### src/rtl/i2c_seq_pkg.sv
// Shared constants and types for the I2C transfer sequencer: core register map,
// command codes, CMDR status bits and the sequencer's state/status enums.
package i2c_seq_pkg;

    localparam logic [1:0] REG_CSR  = 2'd0;
    localparam logic [1:0] REG_DPR  = 2'd1;
    localparam logic [1:0] REG_CMDR = 2'd2;
    localparam logic [1:0] REG_FSMR = 2'd3;

    localparam logic [7:0] CMD_WAIT     = 8'h00;
    localparam logic [7:0] CMD_WRITE    = 8'h01;
    localparam logic [7:0] CMD_READ_ACK = 8'h02;
    localparam logic [7:0] CMD_READ_NAK = 8'h03;
    localparam logic [7:0] CMD_START    = 8'h04;
    localparam logic [7:0] CMD_STOP     = 8'h05;
    localparam logic [7:0] CMD_SET_BUS  = 8'h06;

    localparam logic [7:0] CSR_ENABLE  = 8'hC0;
    localparam logic [7:0] CSR_DISABLE = 8'h00;

    localparam int CMDR_DON = 7;
    localparam int CMDR_NAK = 6;
    localparam int CMDR_AL  = 5;
    localparam int CMDR_ERR = 4;

    typedef enum logic [2:0] {
        STAT_OK       = 3'd0,
        STAT_NAK      = 3'd1,
        STAT_ARB_LOST = 3'd2,
        STAT_ERR      = 3'd3,
        STAT_TIMEOUT  = 3'd4
    } status_e;

    typedef enum logic [3:0] {
        ST_INIT,
        ST_IDLE,
        ST_SETBUS,
        ST_START,
        ST_ADDR,
        ST_WDATA,
        ST_RDATA,
        ST_STOP,
        ST_RESP,
        ST_RECOVER
    } state_e;

    // Sub-steps inside one top state: optional register write, command write,
    // done wait (IRQ and/or CMDR poll), and the read-data fetch.
    typedef enum logic [2:0] {
        SP_REG,
        SP_CMD,
        SP_IRQ,
        SP_POLL,
        SP_RDDPR
    } step_e;

    function automatic logic cmdr_done(input logic [7:0] cmdr);
        return cmdr[CMDR_DON] | cmdr[CMDR_NAK] | cmdr[CMDR_AL] | cmdr[CMDR_ERR];
    endfunction

endpackage

### src/rtl/wb_single_access.sv
// Single-beat Wishbone master engine: one registered access per start request,
// held until ack, with a mandatory idle cycle between accesses.
module wb_single_access #(
    parameter int ADDR_WIDTH = 2,
    parameter int DATA_WIDTH = 8
) (
    input  logic                  clk_i,
    input  logic                  rst_i,
    input  logic                  start,
    input  logic                  we,
    input  logic [ADDR_WIDTH-1:0] adr,
    input  logic [DATA_WIDTH-1:0] wdata,
    output logic                  busy,
    output logic                  done,
    output logic [DATA_WIDTH-1:0] rdata,
    output logic                  cyc_o,
    output logic                  stb_o,
    output logic                  we_o,
    output logic [ADDR_WIDTH-1:0] adr_o,
    output logic [DATA_WIDTH-1:0] dat_o,
    input  logic                  ack_i,
    input  logic [DATA_WIDTH-1:0] dat_i
);

    assign busy = cyc_o;

    // NOTE: state is updated with non-blocking assignments so every register
    // samples pre-edge values; blocking here would create order-dependent races.
    always_ff @(posedge clk_i or posedge rst_i) begin
        if (rst_i) begin
            cyc_o <= 1'b0;
            stb_o <= 1'b0;
            we_o  <= 1'b0;
            adr_o <= '0;
            dat_o <= '0;
            rdata <= '0;
            done  <= 1'b0;
        end else begin
            done <= 1'b0;
            if (cyc_o) begin
                if (ack_i) begin
                    cyc_o <= 1'b0;
                    stb_o <= 1'b0;
                    we_o  <= 1'b0;
                    rdata <= dat_i;
                    done  <= 1'b1;
                end
            end else if (start && !done) begin
                // The done cycle always has cyc_o low, guaranteeing the idle gap.
                cyc_o <= 1'b1;
                stb_o <= 1'b1;
                we_o  <= we;
                adr_o <= adr;
                dat_o <= wdata;
            end
        end
    end

endmodule

### src/rtl/i2c_xfer_sequencer.sv
// Turns single-byte I2C read/write requests into the full command sequence for
// the multi-bus I2C master core and reports data plus completion status.
module i2c_xfer_sequencer
    import i2c_seq_pkg::*;
#(
    parameter int ADDR_WIDTH     = 2,
    parameter int DATA_WIDTH     = 8,
    parameter int USE_IRQ        = 1,
    parameter int TIMEOUT_CYCLES = 4096
) (
    input  logic                  clk_i,
    input  logic                  rst_i,
    input  logic                  irq_i,
    output logic                  cyc_o,
    output logic                  stb_o,
    output logic                  we_o,
    output logic [ADDR_WIDTH-1:0] adr_o,
    output logic [DATA_WIDTH-1:0] dat_o,
    input  logic                  ack_i,
    input  logic [DATA_WIDTH-1:0] dat_i,
    input  logic                  req_valid_i,
    output logic                  req_ready_o,
    input  logic                  req_rd_i,
    input  logic [3:0]            req_bus_i,
    input  logic [6:0]            req_addr_i,
    input  logic [7:0]            req_data_i,
    output logic                  rsp_valid_o,
    output logic [7:0]            rsp_data_o,
    output logic [2:0]            rsp_status_o
);

    localparam logic [15:0] TMO_LAST = 16'(TIMEOUT_CYCLES - 1);

    state_e  state, state_next;
    step_e   step, step_next;
    status_e status_q, status_next;

    logic [15:0] timer;
    logic [3:0]  cur_bus;
    logic        cur_valid;
    logic        req_rd_q;
    logic [3:0]  req_bus_q;
    logic [6:0]  req_addr_q;
    logic [7:0]  req_data_q;
    logic [7:0]  rsp_data_q;
    logic        recover_q;

    logic                  acc_start, acc_we, acc_busy, acc_done;
    logic [ADDR_WIDTH-1:0] acc_adr;
    logic [DATA_WIDTH-1:0] acc_wdata, acc_rdata;
    logic [7:0]            reg_byte, cmd_byte, cmdr;

    logic capture, timer_clr, bus_update, bus_invalidate, load_rdata;
    logic set_status, set_recover, clr_recover, timeout;

    wb_single_access #(
        .ADDR_WIDTH(ADDR_WIDTH),
        .DATA_WIDTH(DATA_WIDTH)
    ) u_wb (
        .clk_i (clk_i),
        .rst_i (rst_i),
        .start (acc_start),
        .we    (acc_we),
        .adr   (acc_adr),
        .wdata (acc_wdata),
        .busy  (acc_busy),
        .done  (acc_done),
        .rdata (acc_rdata),
        .cyc_o (cyc_o),
        .stb_o (stb_o),
        .we_o  (we_o),
        .adr_o (adr_o),
        .dat_o (dat_o),
        .ack_i (ack_i),
        .dat_i (dat_i)
    );

    assign cmdr    = acc_rdata[7:0];
    assign timeout = (timer >= TMO_LAST);

    always_comb begin
        reg_byte = 8'h00;
        cmd_byte = CMD_WAIT;
        case (state)
            ST_INIT:    reg_byte = CSR_ENABLE;
            ST_RECOVER: reg_byte = CSR_DISABLE;
            ST_SETBUS:  begin reg_byte = {4'h0, req_bus_q};     cmd_byte = CMD_SET_BUS;  end
            ST_START:   cmd_byte = CMD_START;
            ST_ADDR:    begin reg_byte = {req_addr_q, req_rd_q}; cmd_byte = CMD_WRITE;    end
            ST_WDATA:   begin reg_byte = req_data_q;            cmd_byte = CMD_WRITE;    end
            ST_RDATA:   cmd_byte = CMD_READ_NAK;
            ST_STOP:    cmd_byte = CMD_STOP;
            default:    ;
        endcase
    end

    // NOTE: every output of this block gets a default first, so no path can
    // leave a signal unassigned and infer a latch.
    always_comb begin
        state_next     = state;
        step_next      = step;
        status_next    = status_q;
        acc_start      = 1'b0;
        acc_we         = 1'b1;
        acc_adr        = ADDR_WIDTH'(REG_CMDR);
        acc_wdata      = DATA_WIDTH'(cmd_byte);
        capture        = 1'b0;
        timer_clr      = 1'b0;
        bus_update     = 1'b0;
        bus_invalidate = 1'b0;
        load_rdata     = 1'b0;
        set_status     = 1'b0;
        set_recover    = 1'b0;
        clr_recover    = 1'b0;
        req_ready_o    = 1'b0;
        rsp_valid_o    = 1'b0;

        case (step)
            SP_REG: begin
                acc_adr   = (state == ST_INIT || state == ST_RECOVER) ?
                            ADDR_WIDTH'(REG_CSR) : ADDR_WIDTH'(REG_DPR);
                acc_wdata = DATA_WIDTH'(reg_byte);
            end
            SP_POLL:  acc_we = 1'b0;
            SP_RDDPR: begin acc_we = 1'b0; acc_adr = ADDR_WIDTH'(REG_DPR); end
            default:  ;
        endcase

        case (state)
            ST_IDLE: begin
                req_ready_o = 1'b1;
                if (req_valid_i) begin
                    capture     = 1'b1;
                    set_status  = 1'b1;
                    status_next = STAT_OK;
                    if (cur_valid && req_bus_i == cur_bus) begin
                        state_next = ST_START;
                        step_next  = SP_CMD;
                    end else begin
                        state_next = ST_SETBUS;
                        step_next  = SP_REG;
                    end
                end
            end
            ST_RESP: begin
                rsp_valid_o = 1'b1;
                if (recover_q) begin
                    clr_recover = 1'b1;
                    state_next  = ST_RECOVER;
                    step_next   = SP_REG;
                end else begin
                    state_next = ST_IDLE;
                end
            end
            default: begin
                case (step)
                    SP_REG: begin
                        acc_start = !acc_busy && !acc_done;
                        if (acc_done) begin
                            if (state == ST_INIT) begin
                                state_next = ST_IDLE;
                            end else if (state == ST_RECOVER) begin
                                state_next = ST_INIT;
                            end else begin
                                step_next = SP_CMD;
                            end
                        end
                    end
                    SP_CMD: begin
                        acc_start = !acc_busy && !acc_done;
                        if (acc_done) begin
                            timer_clr = 1'b1;
                            step_next = (USE_IRQ != 0) ? SP_IRQ : SP_POLL;
                        end
                    end
                    SP_IRQ: begin
                        if (timeout) begin
                            set_status  = 1'b1;
                            status_next = STAT_TIMEOUT;
                            set_recover = 1'b1;
                            state_next  = ST_RESP;
                        end else if (irq_i) begin
                            step_next = SP_POLL;
                        end
                    end
                    SP_POLL: begin
                        if (acc_done) begin
                            if (cmdr[CMDR_ERR]) begin
                                set_status  = 1'b1;
                                status_next = STAT_ERR;
                                state_next  = ST_RESP;
                            end else if (cmdr[CMDR_AL]) begin
                                set_status     = 1'b1;
                                status_next    = STAT_ARB_LOST;
                                bus_invalidate = 1'b1;
                                state_next     = ST_RESP;
                            end else if (cmdr[CMDR_NAK] && (state == ST_ADDR || state == ST_WDATA)) begin
                                set_status  = 1'b1;
                                status_next = STAT_NAK;
                                state_next  = ST_STOP;
                                step_next   = SP_CMD;
                            end else if (cmdr_done(cmdr)) begin
                                case (state)
                                    ST_SETBUS: begin
                                        bus_update = 1'b1;
                                        state_next = ST_START;
                                        step_next  = SP_CMD;
                                    end
                                    ST_START: begin
                                        state_next = ST_ADDR;
                                        step_next  = SP_REG;
                                    end
                                    ST_ADDR: begin
                                        state_next = req_rd_q ? ST_RDATA : ST_WDATA;
                                        step_next  = req_rd_q ? SP_CMD : SP_REG;
                                    end
                                    ST_WDATA: begin
                                        state_next = ST_STOP;
                                        step_next  = SP_CMD;
                                    end
                                    ST_RDATA: step_next  = SP_RDDPR;
                                    default:  state_next = ST_RESP;
                                endcase
                            end else begin
                                step_next = (USE_IRQ != 0) ? SP_IRQ : SP_POLL;
                            end
                        end else if (!acc_busy && timeout) begin
                            set_status  = 1'b1;
                            status_next = STAT_TIMEOUT;
                            set_recover = 1'b1;
                            state_next  = ST_RESP;
                        end else begin
                            acc_start = !acc_busy;
                        end
                    end
                    SP_RDDPR: begin
                        acc_start = !acc_busy && !acc_done;
                        if (acc_done) begin
                            load_rdata = 1'b1;
                            state_next = ST_STOP;
                            step_next  = SP_CMD;
                        end
                    end
                    default: step_next = SP_REG;
                endcase
            end
        endcase
    end

    always_ff @(posedge clk_i or posedge rst_i) begin
        if (rst_i) begin
            state      <= ST_INIT;
            step       <= SP_REG;
            status_q   <= STAT_OK;
            timer      <= '0;
            cur_bus    <= '0;
            cur_valid  <= 1'b0;
            req_rd_q   <= 1'b0;
            req_bus_q  <= '0;
            req_addr_q <= '0;
            req_data_q <= '0;
            rsp_data_q <= '0;
            recover_q  <= 1'b0;
        end else begin
            state <= state_next;
            step  <= step_next;

            if (timer_clr) begin
                timer <= '0;
            end else if ((step == SP_IRQ || step == SP_POLL) && timer != 16'hFFFF) begin
                timer <= timer + 16'd1;
            end

            if (state == ST_INIT || bus_invalidate) begin
                cur_valid <= 1'b0;
            end else if (bus_update) begin
                cur_valid <= 1'b1;
                cur_bus   <= req_bus_q;
            end

            if (capture) begin
                req_rd_q   <= req_rd_i;
                req_bus_q  <= req_bus_i;
                req_addr_q <= req_addr_i;
                req_data_q <= req_data_i;
                rsp_data_q <= 8'h00;
            end
            if (load_rdata) rsp_data_q <= cmdr;
            if (set_status) status_q <= status_next;

            if (set_recover) begin
                recover_q <= 1'b1;
            end else if (clr_recover) begin
                recover_q <= 1'b0;
            end
        end
    end

    assign rsp_data_o   = rsp_data_q;
    assign rsp_status_o = status_q;

endmodule

### config.mk
export PLATFORM = sky130hd
export DESIGN_NAME = i2c_xfer_sequencer
export DESIGN_NICKNAME = d
export VERILOG_FILES = /design/src/rtl/i2c_seq_pkg.sv /design/src/rtl/wb_single_access.sv /design/src/rtl/i2c_xfer_sequencer.sv
export SDC_FILE = /design/constraint.sdc
export NUM_CORES = 1
export LEC_CHECK = 0
export ABC_AREA = 1
export BUFFER_PORTS_ARGS = -buffer_cell sky130_fd_sc_hd__buf_2
export CORE_UTILIZATION = 40
export CTS_BUF_LIST = sky130_fd_sc_hd__clkbuf_16
export DETAILED_ROUTE_END_ITERATION = 10
export PLACE_DENSITY = 0.61
export SKIP_CTS_REPAIR_TIMING = 1
export SYNTH_ARGS = -nofsm -noshare
export SYNTH_HDL_FRONTEND = slang
export SYNTH_SLANG_ARGS = --single-unit
### constraint.sdc
create_clock -name clk_i -period 3.5 [get_ports clk_i]
set_input_delay 0.7 -clock clk_i [delete_from_list [all_inputs] [get_ports clk_i]]
set_output_delay 0.7 -clock clk_i [all_outputs]
set_load 0.005 [all_outputs]
=== Word level (Yosys, flattened, before mapping) ===
Index checks and enable logic that the tools add are counted.

* Word-level logic and storage cells: 206
* Register bits after elaboration: 82
* Input bits: 33
* Output and inout port bits: 26

* Bitwise logic cells: 6
* Magnitude comparators: 1
* Multiplexer cells: 109
* Equality and inequality tests: 37
* Add/subtract/negate cells: 1
* Reduce and logical (&&, ||, !) cells: 33

{| class="wikitable"
|+ Operators with widths
! cell !! count
|-
| 3-bit two-way mux || 21
|-
| 1-bit two-way mux || 54
|-
| 4-bit two-way mux || 13
|-
| 16-bit two-way mux || 2
|-
| 8-bit case mux with 4 select lines || 1
|-
| 3-bit case mux with 5 select lines || 2
|-
| 8-bit two-way mux || 3
|-
| 4-bit case mux with 5 select lines || 1
|-
| 3-bit case mux with 2 select lines || 3
|-
| 16-bit by 1-bit adder with 16-bit output, second input constant || 1
|-
| 4-bit by 3-bit equality test with 1-bit output, second input constant || 4
|-
| 16-bit by 12-bit greater-or-equal comparator with 1-bit output, second input constant || 1
|-
| 16-bit inequality test, second input constant || 1
|-
| 4-bit by 2-bit inequality test with 1-bit output, second input constant || 4
|-
| 4-bit inequality test, second input constant || 4
|-
| 8-bit inequality test, second input constant || 2
|-
| 4-bit case mux with 4 select lines || 1
|-
| 13-bit AND reduction || 1
|-
| 3-bit case mux with 4 select lines || 1
|-
| 2-bit nonzero test || 5
|-
| 9-bit by 5-bit inequality test with 1-bit output, second input constant || 1
|-
| 9-bit AND reduction || 1
|-
| 4-bit by 2-bit equality test with 1-bit output, second input constant || 2
|-
| 4-bit equality test, second input constant || 2
|-
| 29 further kinds || 56
|}

=== Depth between registers and ports, before layout ===
Gate-level depths: netlist (run 1).

* Word-level depth: 12
* Depth in mapped cells: 12
* Depth with buffers taken out: 12

=== Modules after synthesis ===
From an unflattened synthesis (run 1), not the netlist that was laid out.

* Cells, all modules: 592
* Area total of the unflattened synthesis: 4,501.8 um^2

{| class="wikitable"
|+ Modules (own cells, without submodules)
! module !! cells each !! instances !! area an instance (um^2) !! seq. area each (um^2)
|-
| i2c_xfer_sequencer || 500 || 1 || 3,594.7 || 1,501.4
|-
| wb_single_access || 92 || 1 || 907.1 || 550.5
|}

=== Worst setup path before layout (run 1) ===
Ideal clock, no wire load.

* Path type: reg2out
* Start: register state[1]
* End: output req_ready_o
* Buffers on the path: 0
* Cell stages (with the launch flop): 4
* Required time: 2.800 ns
* Slack: 1.935 ns
* Arrival time: 0.865 ns
* Cell sequence: dfrtp_1 -> inv_2 -> nand2_2 -> nor2_8

* Cells in the longest elaborated chain, start to end: 2

{| class="wikitable"
|+ RTL lines
! item !! line !! text
|-
| start, declared || i2c_xfer_sequencer.sv:34 || <nowiki>state_e state, state_next;</nowiki>
|-
| start signal, assigned || i2c_xfer_sequencer.sv:265 || <nowiki>state <= state_next;</nowiki>
|-
| 4-bit by 1-bit equality test with 1-bit output || i2c_xfer_sequencer.sv:129 || <nowiki>case (state)</nowiki>
|-
| 1-bit two-way mux || i2c_xfer_sequencer.sv:129 ||
|-
| end, declared || i2c_xfer_sequencer.sv:22 || <nowiki>output logic req_ready_o,</nowiki>
|}

Every way passes these cells.

=== Worst setup path after layout (run 1) ===
* Start: register timer[0]
* End: register u_wb.dat_o[2]

* Cells in the longest elaborated chain, start to end: 8

{| class="wikitable"
|+ RTL lines
! item !! line !! text
|-
| start, declared || i2c_xfer_sequencer.sv:38 || <nowiki>logic [15:0] timer;</nowiki>
|-
| start signal, assigned || i2c_xfer_sequencer.sv:271 || <nowiki>timer <= timer + 16'd1;</nowiki>
|-
| 16-bit by 12-bit greater-or-equal comparator with 1-bit output || i2c_xfer_sequencer.sv:79 || <nowiki>assign timeout = (timer >= TMO_LAST);</nowiki>
|-
| 1-bit logical AND || i2c_xfer_sequencer.sv:227 || <nowiki>end else if (!acc_busy && timeout) begin</nowiki>
|-
| 1-bit two-way mux || i2c_xfer_sequencer.sv:227 ||
|-
| 1-bit two-way mux || i2c_xfer_sequencer.sv:187 || <nowiki>if (acc_done) begin</nowiki>
|-
| 1-bit case mux with 2 select lines || i2c_xfer_sequencer.sv:156 || <nowiki>case (step)</nowiki>
|-
| 1-bit two-way mux || i2c_xfer_sequencer.sv:129 ||
|-
| 1-bit logical AND || wb_single_access.sv:48 || <nowiki>end else if (start && !done) begin</nowiki>
|-
| 2-bit AND reduction (no source line) || - ||
|-
| end signal, assigned || wb_single_access.sv:54 || <nowiki>dat_o <= wdata;</nowiki>
|-
| end, declared || wb_single_access.sv:20 || <nowiki>output logic [DATA_WIDTH-1:0] dat_o,</nowiki>
|}

Every way passes these cells.
A chain may end at the register's enable or synchronous reset.

==> results of run 1 <==
[cell usage in the layout, fill, tap and decap left out, drive strengths merged]
| cell | n |
|---|---|
| ha | 1 |
| a31oi | 1 |
| a21oi | 9 |
| clkinvlp | 2 |
| clkbuf | 9 |
| and3 | 1 |
| nand3 | 55 |
| o21ai | 56 |
| o211ai | 5 |
| nand3b | 1 |
| nand4 | 8 |
| dfrtp | 82 |
| clkinv | 5 |
| a22o | 2 |
| nor3 | 11 |
| xor2 | 5 |
| inv | 64 |
| nand2 | 169 |
| nor2 | 64 |
| bufinv | 2 |
| mux2 | 15 |
| buf | 60 |
| o21bai | 2 |
[final cells by class]
type	count	area (um2)	share of cell area
sequential	82	2050	0.394
clock inverter	7	61.3	0.0118
clock buffer	9	225	0.0433
timing repair buffer	60	305	0.0586
multi-input combinational	405	2120	0.408
tap	140	175	0.0336
inverter	66	263	0.0505
[per-layer routing]
metal / up-vias / track usage / wire length [um]
li1: 1953 / - / -
met1: 1858 / 0.267 / 4970
met2: 103 / 0.318 / 4970
met3: 12 / 0.0380 / 521
met4: 0 / 0.0802 / 200
met5: - / 0 / 0
[flip-flops by register name (all words and copies together) (netlist names)]
| name | cells |
|---|---|
| cur_bus | 4 |
| cur_valid | 1 |
| recover_q | 1 |
| req_addr_q | 7 |
| req_bus_q | 4 |
| req_data_q | 8 |
| req_rd_q | 1 |
| rsp_data_o | 8 |
| rsp_status_o | 3 |
| state | 4 |
| step | 3 |
| timer | 16 |
| u_wb.adr_o | 2 |
| u_wb.busy | 1 |
| u_wb.dat_o | 8 |
| u_wb.done | 1 |
| u_wb.rdata | 8 |
| u_wb.stb_o | 1 |
| u_wb.we_o | 1 |
[worst max-delay path, delay by kind of cell (launching register included)]
kind | cells | cell delay (ps)
flip-flops | 1 | 370
buffers and inverters | 2 | 250
AND/OR/NAND/NOR | 6 | 1140
AO/OA/AOI/OAI | 1 | 100
adder cells (fa/ha/maj) | 1 | 210
[synth_stat cells (all sizes together)]
cell	number	area share
inv	64	0.053
nor2	64	0.072
nand2	169	0.15
a22o	2	0.0039
nand3	55	0.069
a31oi	1	0.0014
clkinv	1	0.00083
o211ai	5	0.0083
buf	9	0.015
mux2	15	0.046
xor2	5	0.0097
ha	1	0.0028
a21oi	9	0.010
nor3	11	0.012
dfrtp	82	0.46
and3	1	0.0014
bufinv	1	0.0039
nand4	8	0.011
nand3b	1	0.0017
o21bai	2	0.0033
o21ai	56	0.065
clkbuf	1	0.00083
[power breakdown]
group          switching [mW]  internal [mW]  leakage (nW)
registers               0.189           1.22          1.07
clock network           0.371          0.543         0.138
logic                   0.945          0.529          1.45
[worst max-delay path by stage]
stage	from	endpoint	slack, ps	depth (start not counted)
floorplan	rst_i	cur_bus[0]	690	1
global placement	timer[0]	u_wb.dat_o[1]	1380	10
detailed placement	timer[0]	u_wb.dat_o[2]	1320	10
CTS	state[1]	rsp_valid_o	1300	4
global route	timer[0]	u_wb.dat_o[0]	1000	10
finish	timer[0]	u_wb.dat_o[2]	1300	10
[kinds of logic (layout without fill, tap and decap cells)]
kind of cell	Yosys count	after routing	share of synthesized area
XOR/XNOR	5	5	0.00971
flip-flops	82	82	0.455
buffers and inverters	76	142	0.0738
AO/OA/AOI/OAI	75	75	0.0916
AND/OR/NAND/NOR	309	309	0.321
multiplexers	15	15	0.0458
adder cells (fa/ha/maj)	1	1	0.00277
==> metrics.md, run 1 <==
| Metric | Value |
|---|---|
| Mapped Area | `0.00451 mm2` |
| RSZ-0062 raised after global routing | `false` |
| Global Route Usage Sum | `0.200` |
| Initial antenna violation count | `0` |
| CP Cell Sequence | `ha_1, inv_1, nor2_1, nand3_2, nand2_1, o21ai_0, nand2_1, inv_1, nand2_1, nand2_1` |
| Minimum clock period | `2200 ps` |
| WHS | `313 ps` |
| Register area share after synthesis | `0.455` |
| Max_cap viols | `0` |
| Core Region | `0.0109 mm2` |
| H-Tree Depth | `3` |
| Synth Area per Inst | `8.01 um2` |
| Fmax achieved | `455 MHz` |
| Clock Sink Count | `82` |
| Final Instance Area | `0.00521 mm2` |
| I/O Pins | `59` |
| Critical path's slowest cell | `nand2_1` |
| Wire length per cell | `13.9 um` |
| Pwr dens | `729 mW/mm2` |
| CP Max Fanout | `21` |
| Hpwl dp | `8010 um` |
| Cts bufs inserted | `9` |
| Routability-driven placement congestion ratio | `0.976` |
| Setup violators final | `0` |
| Syn nets | `597` |
| Worst Tran Pin Value | `667 ps` |
| Final Non-Filler Cells | `769` |
| I/O Buffers | `58` |
| Crit start category | `flop` |
| Initial Util | `0.414` |
| Crit. End Element | `flop` |
| Placed cell area | `0.00492 mm2` |
| Placed Cells incl. Taps | `753` |
| Num rows | `38` |
| Most used cell, CP | `nand2_1` |
| Die width | `108 um` |
| Rel. slew slack | `0.554` |
| Cells on worst reg2reg path | `10` |
| Iteration count of the initial detailed-routing pass | `7` |
| Clock tree buffer depth | `2` |
| Share of layout cells above drive strength 1 | `0.202` |
| Antenna-violating nets left | `0` |
| CTS tree | `done` |
| Root Driver | `clkbuf_16` |
| Via/cell ratio | `5.11` |
| Pleak | `2.65 nW` |
| Full die area | `0.0117 mm2` |
| DRT iter0 DRCs | `195` |
| Seq cells post-synth | `82` |
| Pre-CTS setup slack | `1320 ps` |
| Final net count | `658` |
| Setup tns final | `0 ps` |
| Critical Path RT | `3720 ps` |
| PnR worst setup slack | `1300 ps` |
| Crit Reg-Reg Endpoint | `u_wb.dat_o[2]` |
| Drt total wl | `10,700 um` |
| Residual DRC | `0` |
| Final Cycle Share | `0.629` |
| Hold Vio Cnt, Final | `0` |
| Status | `complete, no violations` |
| Skew final | `6.80 ps` |
| Number of distinct library cells after synthesis | `36` |
| Filler cells | `1,110` |
| Reg2reg setup slack | `1300 ps` |
| Hold Crit Class | `input port to async pin` |
| Slew Limit Fails | `0` |
| Crit path arrival time | `2420 ps` |
| Largest stage delay on the critical path | `450 ps` |
| GRT Residual Overflow | `0` |
| WS Path Type | `flop to flop` |
| Synth-to-Final Area Change | `15.5%` |
| Syn Inst Count | `563` |
| Final core utilization | `0.478` |
| Clk slew on worst S/H paths | `60 ps` |
| Synth warn | `0` |
| Vias in the first global route | `3,774` |
| First-pass GRT wire length | `18,000 um` |
| Die Span Y | `108 um` |
| R2r startpoint | `timer[0]` |
| Pwr Total | `3.80 mW` |
| Clock Latency Late Sink | `340 ps` |
| Vias | `3,926` |
| # diodes | `0` |
| Maximum number of pins on one net before global-route repair | `35` |
| Maximum VDD drop | `429 uV` |
(Power assumes the default switching activity.)
==> inputs of run 2 (changes only) <==
- PLACE_DENSITY: 0.61 -> 0.63
- clock period: 3.5 -> 2 ns (I/O delays scaled with it)
==> metrics.md, run 2 (synthesized netlist as in run 1, its figures left out) <==
| Metric | Value |
|---|---|
| WS Path Type | `flop to output pin` |
| Die Span Y | `108 um` |
| Initial Util | `0.414` |
| Fmax achieved | `534 MHz` |
| Drt total wl | `10,400 um` |
| Hold Crit Class | `input port to async pin` |
| Worst Tran Pin Value | `531 ps` |
| Max_cap viols | `0` |
| Largest Register | `timer` |
| Antenna-violating nets left | `0` |
| Via/cell ratio | `5.04` |
| Full die area | `0.0117 mm2` |
| Cts bufs inserted | `9` |
| Hold Vio Cnt, Final | `0` |
| Setup violators final | `0` |
| First-pass GRT wire length | `17,800 um` |
| Setup tns final | `0 ps` |
| Synth-to-Final Area Change | `17.5%` |
| CTS tree | `done` |
| Skew final | `8.90 ps` |
| Global Route Usage Sum | `0.194` |
| I/O Pins | `59` |
| Rel. slew slack | `0.645` |
| Core Region | `0.0109 mm2` |
| CP Max Fanout | `7` |
| Final Instance Area | `0.00530 mm2` |
| Vias in the first global route | `3,773` |
| Gr busiest metal | `met2` |
| Met1 GRT Util | `0.264` |
| Iteration count of the initial detailed-routing pass | `5` |
| Share of layout cells above drive strength 1 | `0.213` |
| Num rows | `38` |
| Pleak | `2.70 nW` |
| Met3 Track Usage GR | `0.0404` |
| Clock Latency Late Sink | `340 ps` |
| Crit start category | `flop` |
| # diodes | `0` |
| Root Driver | `clkbuf_16` |
| Slew Limit Fails | `0` |
| I/O Buffers | `58` |
| Final Cycle Share | `0.937` |
| RSZ-0062 raised after global routing | `false` |
| Cells on worst reg2reg path | `8` |
| H-Tree Depth | `3` |
| Met2 usage | `0.307` |
| Vias | `3,906` |
| Clock Sink Count | `82` |
| Status | `complete, no violations` |
| Clock tree buffer depth | `2` |
| Critical Path RT | `1600 ps` |
| Largest stage delay on the critical path | `460 ps` |
| Hpwl dp | `7730 um` |
| Maximum number of pins on one net before global-route repair | `34` |
| Minimum clock period | `1870 ps` |
| Maximum VDD drop | `692 uV` |
| Crit path arrival time | `1470 ps` |
| Pwr dens | `1280 mW/mm2` |
| GRT Residual Overflow | `0` |
| WHS | `97.8 ps` |
| Initial antenna violation count | `0` |
| Die width | `108 um` |
| Most common cell after layout, fill and taps aside | `nand2_1` |
| Clk slew on worst S/H paths | `70 ps` |
| CP Cell Sequence | `inv_2, nand2_4, nor2_4, buf_2` |
| Residual DRC | `0` |
| Routability-driven placement congestion ratio | `0.891` |
| Final net count | `664` |
| Critical path's slowest cell | `dfrtp_1` |
| Commonest cells after routing, fill and taps aside | `158 x nand2_1, 82 x dfrtp_1, 59 x inv_1, 58 x buf_2, 49 x nand3_1` |
| DRT iter0 DRCs | `275` |
| Placed cell area | `0.00499 mm2` |
| Max reg flops | `16` |
| Wire length per cell | `13.4 um` |
| Crit. End Element | `output pin` |
-- run 2: power breakdown --
group,switching [mW],internal (mW)
Sequential,0.330,2.13
Clock,0.700,0.978
Combinational,1.66,1.00
Total,2.69,4.11
-- run 2: final cells by class --
class                   count  area, um2
inverters                  66        265
clock inverters             7       75.1
repair buffers             66        379
flip-flops and latches     82       2050
fillers                  1043       5590
clock buffers               9        225
multi-input cells         405       2120
well taps                 140        175
-- run 2: stage by stage --
stage | instances | setup WS (ps) | utilization | power (mW)
4_1_cts | 775 | 101 | 0.486 | 6.85
3_3_place_gp | 759 | 207 | 0.459 | 5.08
3_5_place_dp | 759 | 163 | 0.459 | 5.13
5_1_grt | 775 | 0.611 | 0.486 | 7.34
2_1_floorplan | 563 | 436 | - | 4.44
6_report | 775 | 127 | 0.486 | 6.80
-- run 2: path summary, 6_finish.rpt --
kind	startpoint	slack, ps	endpoint
setup reg to reg	timer[0]	150	timer[14]
hold reg to reg	rsp_status_o[2]	470	rsp_status_o[2]
min in group clk_i	dat_i[0]	270	u_wb.rdata[0]
hold / removal	rst_i	100	cur_bus[2]
setup / recovery	state[1]	130	rsp_valid_o
max in group asynchronous	rst_i	1330	req_data_q[6]
-- run 2: critical path, delay by kind of cell (launching register included) --
kind	cells	cell delay (ps)
simple gates	2	330
flops	1	460
buf+inv	2	350
-- run 2: metal layers --
layer | vias up | wire [um]
met5 | - | 0
met4 | 0 | 157
met3 | 11 | 562
met2 | 108 | 4790
met1 | 1831 | 4890
li1 | 1956 | -
==> inputs of run 3 (changes only) <==
- PLACE_DENSITY: 0.63 -> 0.61
- clock period: 2 -> 2.4 ns (I/O delays scaled with it)
==> metrics.md, run 3 (synthesized netlist as in run 1, its figures left out) <==
| Metric | Value |
|---|---|
| Status | `complete, no violations` |
| Pleak | `2.67 nW` |
| Most used cell, CP | `nand2_1` |
| Clock Latency Late Sink | `340 ps` |
| CP Cell Sequence | `ha_1, inv_1, nor2_1, nand3_2, nand2_1, o21ai_0, nand2_1, buf_4, nand2_1, o21ai_1` |
| I/O Buffers | `58` |
| Filler cells | `1,102` |
| Crit start category | `flop` |
| Num rows | `38` |
| DRT iter0 DRCs | `180` |
| Final Instance Area | `0.00525 mm2` |
| H-Tree Depth | `3` |
| Global Route Usage Sum | `0.204` |
| Vias in the first global route | `3,854` |
| Iteration count of the initial detailed-routing pass | `5` |
| Skew final | `9.25 ps` |
| Routability-driven placement congestion ratio | `0.915` |
| Most common cell after layout, fill and taps aside | `nand2_1` |
| CTS tree | `done` |
| Die width | `108 um` |
| Final Cycle Share | `0.857` |
| Drt total wl | `10,700 um` |
| Die Span Y | `108 um` |
| PnR worst setup slack | `343 ps` |
| Full die area | `0.0117 mm2` |
| CP Max Fanout | `12` |
| FF+latch area | `0.00205 mm2` |
| Fmax achieved | `486 MHz` |
| Max reg flops | `16` |
| I/O Pins | `59` |
| Commonest cells after routing, fill and taps aside | `158 x nand2_1, 82 x dfrtp_1, 60 x inv_1, 58 x buf_2, 49 x nand3_1` |
| Pwr Total | `5.64 mW` |
| Slew Limit Fails | `0` |
| Clk slew on worst S/H paths | `60 ps` |
| Setup tns final | `0 ps` |
| Met1 GRT Util | `0.265` |
| Gr busiest metal | `met2` |
| Met2 usage | `0.330` |
| Placed Cells incl. Taps | `756` |
| Critical path's slowest cell | `dfrtp_1` |
| Hpwl dp | `7910 um` |
| Clock Sink Count | `82` |
| Crit path arrival time | `2320 ps` |
| Largest Register | `timer` |
| Clock tree buffer depth | `2` |
| GRT Residual Overflow | `0` |
| Pwr dens | `1070 mW/mm2` |
| Maximum VDD drop | `587 uV` |
| Minimum clock period | `2060 ps` |
| Initial Util | `0.414` |
| Setup violators final | `0` |
| Rel. slew slack | `0.613` |
| Synth-to-Final Area Change | `16.5%` |
| Antenna-violating nets left | `0` |
| RSZ-0062 raised after global routing | `false` |
| Hold Crit Class | `input port to async pin` |
| Residual DRC | `0` |
| Core Region | `0.0109 mm2` |
| Root Driver | `clkbuf_16` |
| Met3 Track Usage GR | `0.0476` |
| Critical Path RT | `2660 ps` |
| Initial antenna violation count | `0` |
| Largest stage delay on the critical path | `370 ps` |
| First-pass GRT wire length | `18,500 um` |
| Maximum number of pins on one net before global-route repair | `42` |
| Area of the multi-input gates | `0.00212 mm2` |
| Via/cell ratio | `5.12` |
| Final Non-Filler Cells | `772` |
| Hold Vio Cnt, Final | `0` |
| Placed cell area | `0.00496 mm2` |
| Worst Tran Pin Value | `579 ps` |
| Share of layout cells above drive strength 1 | `0.207` |
| Vias | `3,954` |
| Pre-CTS setup slack | `377 ps` |
| Max_cap viols | `0` |
| WS Path Type | `flop to flop` |
| Final net count | `661` |
| Wire length per cell | `13.9 um` |
| Cts bufs inserted | `9` |
| Crit. End Element | `flop` |
| Reg2reg setup slack | `340 ps` |
| # diodes | `0` |
==> run 3: cell types whose count changed in the layout (fill, tap and decap cells not counted) <==
| cell | before | now |
|---|---|---|
| buf_12 | 2 | 1 |
| buf_4 | 5 | 4 |
| inv_6 | 2 | 1 |
| inv_1 | 59 | 60 |
| clkinv_2 | 1 | 0 |
| clkinvlp_4 | 2 | 3 |
| buf_6 | 1 | 0 |
| inv_8 | 1 | 0 |
| clkinv_4 | 0 | 1 |
==> run 3: per-layer routing <==
layer	vias to the layer above	wire length (um)
met4	0	212
met3	19	549
met1	1875	5000
met2	107	4960
met5	-	0
li1	1953	-
==> run 3: area by class of cell <==
type | instances | area share
tap | 140 | 0.0333
timing repair buffer | 63 | 0.0648
inverter | 66 | 0.0505
clock inverter | 7 | 0.0133
clock buffer | 9 | 0.0429
sequential | 82 | 0.391
multi-input combinational | 405 | 0.404
==> run 3: path summary, 6_finish.rpt <==
check | from | end | cells after the start
min in group clk_i | dat_i[3] | u_wb.rdata[3] | 3
min reg2reg | rsp_status_o[2] | rsp_status_o[2] | 2
max in group asynchronous | rst_i | req_addr_q[5] | 3
max | timer[1] | u_wb.dat_o[4] | 10
max reg2reg | timer[1] | u_wb.dat_o[4] | 10
min | rst_i | cur_bus[2] | 2
==> run 3: worst max-delay path, delay by kind of cell, from the launching register on <==
| family | cells | cell delay [ps] |
|---|---|---|
| AND/OR/NAND/NOR | 5 | 930 |
| flip-flops | 1 | 370 |
| buffers and inverters | 2 | 310 |
| adder cells (fa/ha/maj) | 1 | 190 |
| AO/OA/AOI/OAI | 2 | 170 |
==> run 3: per-stage QoR <==
step / hold WS [ps] / utilization
global placement: 456 / 0.455
CTS: 208 / 0.482
global route: 232 / 0.482
floorplan: 450 / -
detailed placement: 466 / 0.455
finish: 194 / 0.482
==> run 3: power by group <==
part	switching [mW]	internal [mW]	total, mW
registers	0.280	1.78	2.06
logic	1.40	0.808	2.21
clock network	0.575	0.804	1.38
